$ cat src/rtl/prog_loader_pkg.sv
// rtl/prog_loader_pkg.sv - shared state encodings and frame constants for the boot loader
package prog_loader_pkg;

    localparam logic [2:0] ST_IDLE   = 3'd0;
    localparam logic [2:0] ST_LEN_LO = 3'd1;
    localparam logic [2:0] ST_LEN_HI = 3'd2;
    localparam logic [2:0] ST_DATA   = 3'd3;
    localparam logic [2:0] ST_CSUM   = 3'd4;
    localparam logic [2:0] ST_DONE   = 3'd5;
    localparam logic [2:0] ST_ERROR  = 3'd6;

    typedef enum logic [2:0] {
        S_IDLE   = ST_IDLE,
        S_LEN_LO = ST_LEN_LO,
        S_LEN_HI = ST_LEN_HI,
        S_DATA   = ST_DATA,
        S_CSUM   = ST_CSUM,
        S_DONE   = ST_DONE,
        S_ERROR  = ST_ERROR
    } state_t;

    localparam logic [7:0] MAGIC_DEFAULT  = 8'hA5;
    localparam int         BYTES_PER_WORD = 4;

endpackage

$ cat src/rtl/prog_loader_if.sv
// rtl/prog_loader_if.sv - byte stream in, instruction memory write bus out
interface prog_loader_if;
    logic        rx_valid;
    logic [7:0]  rx_data;
    logic        rx_ready;
    logic        imem_we;
    logic [31:0] imem_addr;
    logic [31:0] imem_wdata;

    modport master (
        output rx_valid, rx_data,
        input  rx_ready, imem_we, imem_addr, imem_wdata
    );

    modport slave (
        input  rx_valid, rx_data,
        output rx_ready, imem_we, imem_addr, imem_wdata
    );
endinterface

$ cat src/rtl/prog_loader_word_asm.sv
// rtl/prog_loader_word_asm.sv - little-endian word assembly and memory write strobe
module prog_loader_word_asm
    import prog_loader_pkg::*;
#(
    parameter int IDX_W = 9
) (
    input  logic             clk,
    input  logic             rst,
    input  logic             clr,
    input  logic             byte_en,
    input  logic [7:0]       byte_in,
    output logic             last_byte,
    output logic [IDX_W-1:0] word_idx,
    output logic             imem_we,
    output logic [31:0]      imem_addr,
    output logic [31:0]      imem_wdata
);

    logic [1:0]  byte_cnt;
    logic [23:0] shreg;

    assign last_byte = (byte_cnt == 2'(BYTES_PER_WORD - 1));

    // Shift bytes in from the top so the first byte ends up in [7:0]; the
    // fourth byte completes the word and fires a one-cycle write.
    always_ff @(posedge clk or posedge rst) begin
        if (rst) begin
            byte_cnt   <= '0;
            shreg      <= '0;
            word_idx   <= '0;
            imem_we    <= 1'b0;
            imem_addr  <= '0;
            imem_wdata <= '0;
        end else begin
            imem_we <= 1'b0;
            if (clr) begin
                byte_cnt <= '0;
                shreg    <= '0;
                word_idx <= '0;
            end else if (byte_en) begin
                shreg    <= {byte_in, shreg[23:8]};
                byte_cnt <= byte_cnt + 2'd1;
                if (last_byte) begin
                    imem_we    <= 1'b1;
                    imem_addr  <= {{(30 - IDX_W){1'b0}}, word_idx, 2'b00};
                    imem_wdata <= {byte_in, shreg};
                    word_idx   <= word_idx + 1'b1;
                end
            end
        end
    end

endmodule

$ cat src/rtl/prog_loader.sv
// rtl/prog_loader.sv - framed byte-serial boot loader holding the core in reset until a good load
module prog_loader
    import prog_loader_pkg::*;
#(
    parameter int         MEM_DEPTH      = 256,
    parameter logic [7:0] MAGIC          = MAGIC_DEFAULT,
    parameter int         TIMEOUT_CYCLES = 100000
) (
    input  logic         clk,
    input  logic         rst,
    prog_loader_if.slave bus,
    output logic         core_rst,
    output logic         load_done,
    output logic         load_error
);

    localparam int IDX_W = $clog2(MEM_DEPTH) + 1;
    localparam int TW    = $clog2(TIMEOUT_CYCLES);

    state_t           state, state_next;
    logic [TW-1:0]    tcnt;
    logic [15:0]      len;
    logic [7:0]       xor_acc;
    logic             accept, active, timeout, take;
    logic [15:0]      n_hdr;
    logic             last_byte, last_word;
    logic [IDX_W-1:0] word_idx;

    assign accept    = bus.rx_valid & bus.rx_ready;
    assign active    = (state == S_LEN_LO) || (state == S_LEN_HI) ||
                       (state == S_DATA)   || (state == S_CSUM);
    assign timeout   = active && (tcnt == TW'(TIMEOUT_CYCLES - 1));
    // A byte arriving in the cycle the timeout fires is thrown away.
    assign take      = accept && !timeout;
    assign n_hdr     = {bus.rx_data, len[7:0]};
    assign last_word = ({{(16 - IDX_W){1'b0}}, word_idx} == (len - 16'd1));

    prog_loader_word_asm #(.IDX_W(IDX_W)) u_word_asm (
        .clk        (clk),
        .rst        (rst),
        .clr        (take && (state == S_LEN_HI)),
        .byte_en    (take && (state == S_DATA)),
        .byte_in    (bus.rx_data),
        .last_byte  (last_byte),
        .word_idx   (word_idx),
        .imem_we    (bus.imem_we),
        .imem_addr  (bus.imem_addr),
        .imem_wdata (bus.imem_wdata)
    );

    // State register, length capture, data checksum and inter-byte timeout counter.
    always_ff @(posedge clk or posedge rst) begin
        if (rst) begin
            state   <= S_IDLE;
            tcnt    <= '0;
            len     <= '0;
            xor_acc <= '0;
        end else begin
            state <= state_next;
            tcnt  <= (active && !accept && !timeout) ? tcnt + 1'b1 : '0;
            if (take) begin
                case (state)
                    S_LEN_LO: len[7:0] <= bus.rx_data;
                    S_LEN_HI: begin
                        len[15:8] <= bus.rx_data;
                        xor_acc   <= '0;
                    end
                    S_DATA:   xor_acc <= xor_acc ^ bus.rx_data;
                    default:  ;
                endcase
            end
        end
    end

    // Next state on each accepted byte (or timeout) and state-decoded outputs.
    always_comb begin
        state_next   = state;
        bus.rx_ready = 1'b1;
        core_rst     = (state != S_DONE);
        load_done    = (state == S_DONE);
        load_error   = (state == S_ERROR);
        if (timeout) begin
            state_next = S_ERROR;
        end else if (accept) begin
            case (state)
                S_IDLE, S_DONE, S_ERROR:
                    if (bus.rx_data == MAGIC) state_next = S_LEN_LO;
                S_LEN_LO: state_next = S_LEN_HI;
                S_LEN_HI: begin
                    if (n_hdr == 16'd0)                  state_next = S_CSUM;
                    else if (n_hdr > 16'(MEM_DEPTH))     state_next = S_ERROR;
                    else                                 state_next = S_DATA;
                end
                S_DATA:
                    if (last_byte && last_word) state_next = S_CSUM;
                S_CSUM:
                    state_next = (bus.rx_data == xor_acc) ? S_DONE : S_ERROR;
                default: state_next = S_IDLE;
            endcase
        end
    end

endmodule

$ cat src/flat_wrapper.sv
// flat-port wrapper written by rule: the top's interface ports become plain ports
module prog_loader_flat import prog_loader_pkg::*;
#(
    parameter int         MEM_DEPTH      = 256,
    parameter logic [7:0] MAGIC          = MAGIC_DEFAULT,
    parameter int         TIMEOUT_CYCLES = 100000
)
  (clk, rst, core_rst, load_done, load_error, bus_rx_valid, bus_rx_data, bus_rx_ready, bus_imem_we, bus_imem_addr, bus_imem_wdata);
  prog_loader_if bus_i ();
  input  logic clk;
  input  logic rst;
  output logic core_rst;
  output logic load_done;
  output logic load_error;
  input wire logic [$bits(bus_i.rx_valid)-1:0] bus_rx_valid;
  input wire logic [$bits(bus_i.rx_data)-1:0] bus_rx_data;
  output wire logic [$bits(bus_i.rx_ready)-1:0] bus_rx_ready;
  output wire logic [$bits(bus_i.imem_we)-1:0] bus_imem_we;
  output wire logic [$bits(bus_i.imem_addr)-1:0] bus_imem_addr;
  output wire logic [$bits(bus_i.imem_wdata)-1:0] bus_imem_wdata;
  assign bus_i.rx_valid = bus_rx_valid;
  assign bus_i.rx_data = bus_rx_data;
  assign bus_rx_ready = bus_i.rx_ready;
  assign bus_imem_we = bus_i.imem_we;
  assign bus_imem_addr = bus_i.imem_addr;
  assign bus_imem_wdata = bus_i.imem_wdata;
  prog_loader #(.MEM_DEPTH(MEM_DEPTH), .MAGIC(MAGIC), .TIMEOUT_CYCLES(TIMEOUT_CYCLES)) u_core (.clk(clk), .rst(rst), .bus(bus_i), .core_rst(core_rst), .load_done(load_done), .load_error(load_error));
endmodule
$ cat config.mk
export PLATFORM = sky130hd
export DESIGN_NAME = prog_loader_flat
export DESIGN_NICKNAME = d
export VERILOG_FILES = /design/src/rtl/prog_loader_pkg.sv /design/src/rtl/prog_loader_if.sv /design/src/rtl/prog_loader_word_asm.sv /design/src/rtl/prog_loader.sv /design/src/flat_wrapper.sv
export SDC_FILE = /design/constraint.sdc
export NUM_CORES = 1
export LEC_CHECK = 0
export ABC_AREA = 1
export BUFFER_PORTS_ARGS = -buffer_cell sky130_fd_sc_hd__buf_4
export CORE_AREA = 4 4 121 123
export CTS_CLUSTER_DIAMETER = 200
export DETAILED_ROUTE_END_ITERATION = 6
export DIE_AREA = 0 0 125 127
export GPL_TIMING_DRIVEN = 0
export PLACE_DENSITY = 0.66
export RECOVER_POWER = 25
export SLEW_MARGIN = 20
export SYNTH_ARGS = -nofsm -noshare
export SYNTH_HDL_FRONTEND = slang
export SYNTH_SLANG_ARGS = --single-unit
$ cat constraint.sdc
create_clock -name clk -period 5.73 [get_ports clk]
set_clock_uncertainty 0.15 [all_clocks]
set_input_delay 1.719 -clock clk [delete_from_list [all_inputs] [get_ports clk]]
set_output_delay 1.719 -clock clk [all_outputs]
set_load 0.01 [all_outputs]
## Word-level counts from Yosys, hierarchy flattened

Cells that the tools add are included.

- Bits in registers: 121
- Bits of input ports: 11
- Output and inout bits: 69

- Add/sub/neg operators: 4
- Order comparisons: 1
- Equality and inequality tests: 14
- Multiplexer cells: 20
- Bitwise gates (word level): 2
- Reduce and logical (&&, ||, !) cells: 25

Operator list:

| kind | count |
|---|---|
| 24-bit two-way mux | 2 |
| 9-bit two-way mux | 3 |
| 3-bit two-way mux | 6 |
| 17-bit by 1-bit adder with 17-bit output, second input constant | 1 |
| 17-bit == test, second input constant | 1 |
| 17-bit two-way mux | 1 |
| 9-bit by 16-bit == test with 1-bit output | 1 |
| 16-bit by 9-bit greater-than comparator with 1-bit output, second input constant | 1 |
| 16-bit logical NOT | 1 |
| 8-bit case mux with 2 select lines | 1 |
| 16-bit by 1-bit subtractor with 16-bit output, second input constant | 1 |
| 3-bit case mux with 5 select lines | 1 |
| 9-bit by 1-bit adder with 9-bit output, second input constant | 1 |
| 3-bit == test, second input constant | 3 |
| 8-bit == test | 1 |
| 8-bit == test, second input constant | 1 |
| 2-bit AND reduction | 4 |
| 2-bit nonzero test | 4 |
| 8-bit XOR | 1 |
| 1-bit logical AND | 7 |
| 3-bit by 2-bit == test with 1-bit output, second input constant | 2 |
| 2-bit two-way mux | 3 |
| 3-bit AND reduction | 2 |
| 3-bit by 1-bit == test with 1-bit output, second input constant | 1 |
| 11 further kinds | 16 |

## Logic depth before layout (Yosys ltp)

- Depth in word-level cells: 10
- Mapped depth: 15
- Gate-level depth less buffers: 15

## Hierarchy

From an unflattened synthesis, not the netlist that was laid out.

- Cells, all modules: 732
- Area total of the unflattened synthesis: 6188.4 µm²

Modules (own cells, without submodules):

| module | times used | cells an instance | area each (µm²) | seq. area each (µm²) |
|---|---|---|---|---|
| prog_loader_word_asm | 1 | 325 | 3274.4 | 1926.8 |
| prog_loader | 1 | 407 | 2914.0 | 1101.1 |

## Least setup slack after synthesis

No wires, ideal clock.

- Path type: register -> output
- From: register u_core.state[0]
- To: output core_rst
- Arrival: 1.044 ns
- Required time: 3.861 ns
- Path slack: 2.817 ns
- Stages on the path, launching flop included: 4
- Path buffers: 0
- Path through: dfrtp_1 > inv_2 > nor3_1 > inv_1

- Longest elaborated chain between the ends: 1

Ends and longest elaborated chain:

| what | RTL line | text |
|---|---|---|
| start, declared | prog_loader.sv:20 | `state_t state, state_next;` |
| start signal, assigned | prog_loader.sv:59 | `state <= state_next;` |
| 3-bit inequality test | prog_loader.sv:79 | `core_rst = (state != S_DONE);` |
| end, declared | flat_wrapper.sv:12 | `output logic core_rst;` |

Every way passes these cells.

## Worst setup path in the final report

Same ends and word-level chain as after synthesis.

==> impl_metrics.json <==
{
  "core_um2": 13700,
  "cp.required_ns": 3.86,
  "netlist_top_cells_count": "nand2_1, dfrtp_1, inv_1",
  "path_max_fanout": 6,
  "drt_iter0_drc": 321,
  "yosysSeqAreaShare_pct": 51.3,
  "num-fill-cells": 1261,
  "numCtsBuffers": 17,
  "grt_pass1_wl_mm": 24.1,
  "synth_top_area_share_pct": 51.3,
  "syn_to_final_growth_pct": 23.1,
  "leakagePower_nw": 3.58,
  "post_drt_wl_per_cell_um": 14.3,
  "power_frac_seq_pct": 36.9,
  "hold_class": "flop to flop",
  "syn_inst": 693,
  "cp-endpoint": "core_rst",
  "grt.total_usage_pct": 18.8,
  "grt.overflow.total": 0,
  "crit-reg2reg-launch": "u_core.len[0]",
  "critPathCaptureType": "primary output",
  "hpwlAfterDp_mm": 10.2,
  "run_status": "finished, violations left",
  "yosysWarnings": 0,
  "slew_headroom_pct": -27.7,
  "avgSynthCellArea_um2": 8.52,
  "cts_sinks": 121,
  "ys_ff_latch": 121,
  "placed_area_um2": 6660,
  "timing.final.crit_period_ns": 3.50,
  "fin_crit_sh_pct": 61.1,
  "timing.hold.ws_ns": 0.327,
  "row_count": 43,
  "max_cap_violations": 1,
  "synth_async_sr_flop_share_pct": 100,
  "synth_flop_cell": "dfrtp_1",
  "drt-total-wl_mm": 14.0,
  "startpoint": "u_core.state[0]",
  "first_global_vias": 4803,
  "cp_cell_sequence": "inv_2 > nor3_1 > inv_1 > buf_4",
  "gp_congestion": 0.901,
  "power_w": 0.00329,
  "r2r-end": "u_core.state[2]",
  "clkPwrFrac_pct": 34.4,
  "cts_setup_buffers": 0,
  "die_w_um": 125,
  "worst-path-buf-inv": 3,
  "r2r_slack_ns": 3.32,
  "synth.largest_area_cell": "dfrtp_1",
  "synth.most_common_cell": "nand2_1",
  "numPortBuffers": 55,
  "crit_slowest_cell": "dfrtp_1",
  "rsz0062_at_grt": "false",
  "drive_above_1_share_pct": 20.7,
  "tightestPinTransition_ns": 1.91,
  "pwr_density_cell_nw_per_um2": 453,
  "setup_viol": 0,
  "synthTopCellsByArea": "dfrtp_1, nand2_1, inv_1",
  "violations": "capacitance limit, slew limit",
  "tritoncts": "done",
  "slew_viol_final": 41,
  "drc_errors": 0,
  "combPwrFrac_pct": 28.7,
  "clkTransAtPathRegs_ns": 0.06,
  "max_freq_mhz": 286,
  "via_count": 4857,
  "start_kind": "flop",
  "crit_family": "flip-flops",
  "cpPeakStageDelay_ns": 0.50,
  "antennaDiodeCount": 0,
  "design_area_um2": 7270,
  "hold_start": "u_core.tcnt[0]",
  "ctsResizeCount": 0,
  "die_h_um": 127,
  "antenna_found_initial": 0,
  "root_buffer": "clkbuf_16",
  "synth.cell_area_um2": 5910,
  "reg2reg_depth": 13,
  "via_per_inst": 4.94,
  "post-place-ws_ns": 2.51,
  "synth_cell_types": 33,
  "postCtsHoldBufs": 0,
  "p_sw_w": 0.00114,
  "ir_worst_vdd_uv": 221,
  "dp.cells": 951,
  "cts_max_path_buffers": 2,
  "ios": 80,
  "sw_frac_of_total_pct": 34.7,
  "cts_max_level": 4,
  "final_cells": 983,
  "cp.depth": 4,
  "arrival_ns": 1.63,
  "grt_max_degree": 82,
  "p_int_w": 0.00215,
  "die-area_um2": 15900,
  "clk_latency_ns": 0.42,
  "final_nets": 806,
  "drtPass1Iterations": 5,
  "initial_core_util_pct": 43.2,
  "synth_edf_count": 0,
  "hold_viol_final": 0,
  "timing.final.ws_setup_ns": 2.23,
  "postRouteAntennaNets": 0,
  "crit_type": "flop to primary output"
}
[metal layers]
metal / part of all wire [%] / vias up / GRT usage, %
met2: 46 / 128 / 29.0
met3: 5.7 / 21 / 4.93
li1: - / 2368 / -
met1: 47 / 2340 / 26.1
met5: 0 / - / 0
met4: 1.5 / 0 / 6.06
[per-stage QoR]
stage          setup TNS, ns  utilization [%]
2_1_floorplan              0                -
3_3_place_gp          -72.19             48.5
3_5_place_dp               0             48.7
4_1_cts                    0             53.3
5_1_grt                    0             53.2
6_report                   0             53.2
[worst reg2reg max path: stages, from the launching register on]
cell	delay (ns)
dfrtp_1	0.42
inv_1	0.16
ha_1	0.27
nand2_1	0.12
nor2_1	0.22
nand2_1	0.14
o21ai_0	0.16
nand3_1	0.09
nor2_1	0.10
nand3_1	0.10
nand2_1	0.14
nand2_1	0.09
nand2_1	0.07
nand3_1	0.06
[power by group through the flow]
| stage | registers (W) | clock network [W] | logic (W) |
|---|---|---|---|
| 2_1_floorplan | 0.00120 | 0 | 0.000666 |
| 3_3_place_gp | 0.00121 | 0 | 0.000918 |
| 3_5_place_dp | 0.00122 | 0 | 0.000945 |
| 4_1_cts | 0.00121 | 0.00115 | 0.000954 |
| 5_1_grt | 0.00124 | 0.00120 | 0.00108 |
| 6_report | 0.00121 | 0.00113 | 0.000945 |
[cell families after synthesis]
family	count (synthesis)	share of synthesized area (%)
and+or+nand+nor	280	20.1
buffers and inverters	136	11.4
AOI/OAI and AO/OA	127	12.8
DFF	121	51.3
xor gates and xnor gates	22	3.26
adders and majority gates	5	1.06
other	2	0.127
[flip-flops by register name, indices dropped and copies added, names as in the netlist]
register and cells:
u_core.u_word_asm.imem_we 1, u_core.u_word_asm.word_idx 9, u_core.u_word_asm.imem_wdata 32, u_core.u_word_asm.shreg 24
u_core.tcnt 17, u_core.len 16, u_core.xor_acc 8, u_core.u_word_asm.imem_addr 9
u_core.state 3, u_core.u_word_asm.byte_cnt 2
[cell usage in the layout (no fill, tap or decap), types with 6 or more instances in the layout]
| cell type | Yosys | final |
|---|---|---|
| nand2_1 | 167 | 167 |
| dfrtp_1 | 121 | 121 |
| inv_1 | 86 | 85 |
| buf_4 | 27 | 81 |
| o21ai_0 | 61 | 61 |
| nor2_1 | 43 | 44 |
| nand3_1 | 29 | 29 |
| o22ai_1 | 24 | 24 |
| conb_1 | 2 | 24 |
| o21ai_2 | 20 | 20 |
| clkbuf_16 | 0 | 17 |
| nor3_1 | 16 | 16 |
| xnor2_1 | 11 | 11 |
| xor2_1 | 11 | 11 |
| a21oi_1 | 10 | 10 |
| o21ai_1 | 8 | 8 |
| buf_2 | 7 | 7 |
| buf_6 | 7 | 7 |
| nand4_1 | 7 | 7 |
| inv_2 | 6 | 6 |
[worst min path at each step]
stage	end	slack [ns]	cells after the start
after floorplan	u_core.tcnt[0]	0.28	1
after global placement	u_core.tcnt[0]	0.30	1
after detailed placement	u_core.u_word_asm.imem_wdata[15]	0.32	2
after CTS	u_core.tcnt[0]	0.33	1
after global routing	u_core.u_word_asm.imem_wdata[0]	0.36	2
final	u_core.tcnt[0]	0.33	1
[layout make-up]
cell class                      instances  area (um2)  share of cell area (%)
Buffer                                 44         328                    4.51
Clock buffer                           18         429                    5.90
Clock inverter                         14         195                    2.68
Inverter                               92         347                    4.77
Multi-Input combinational cell        458        2280                    31.4
Sequential cell                       121        3030                    41.6
Tap cell                              180         225                    3.10
Timing Repair Buffer                   56         440                    6.06
Note: power is estimated with default switching activity, not from simulation.
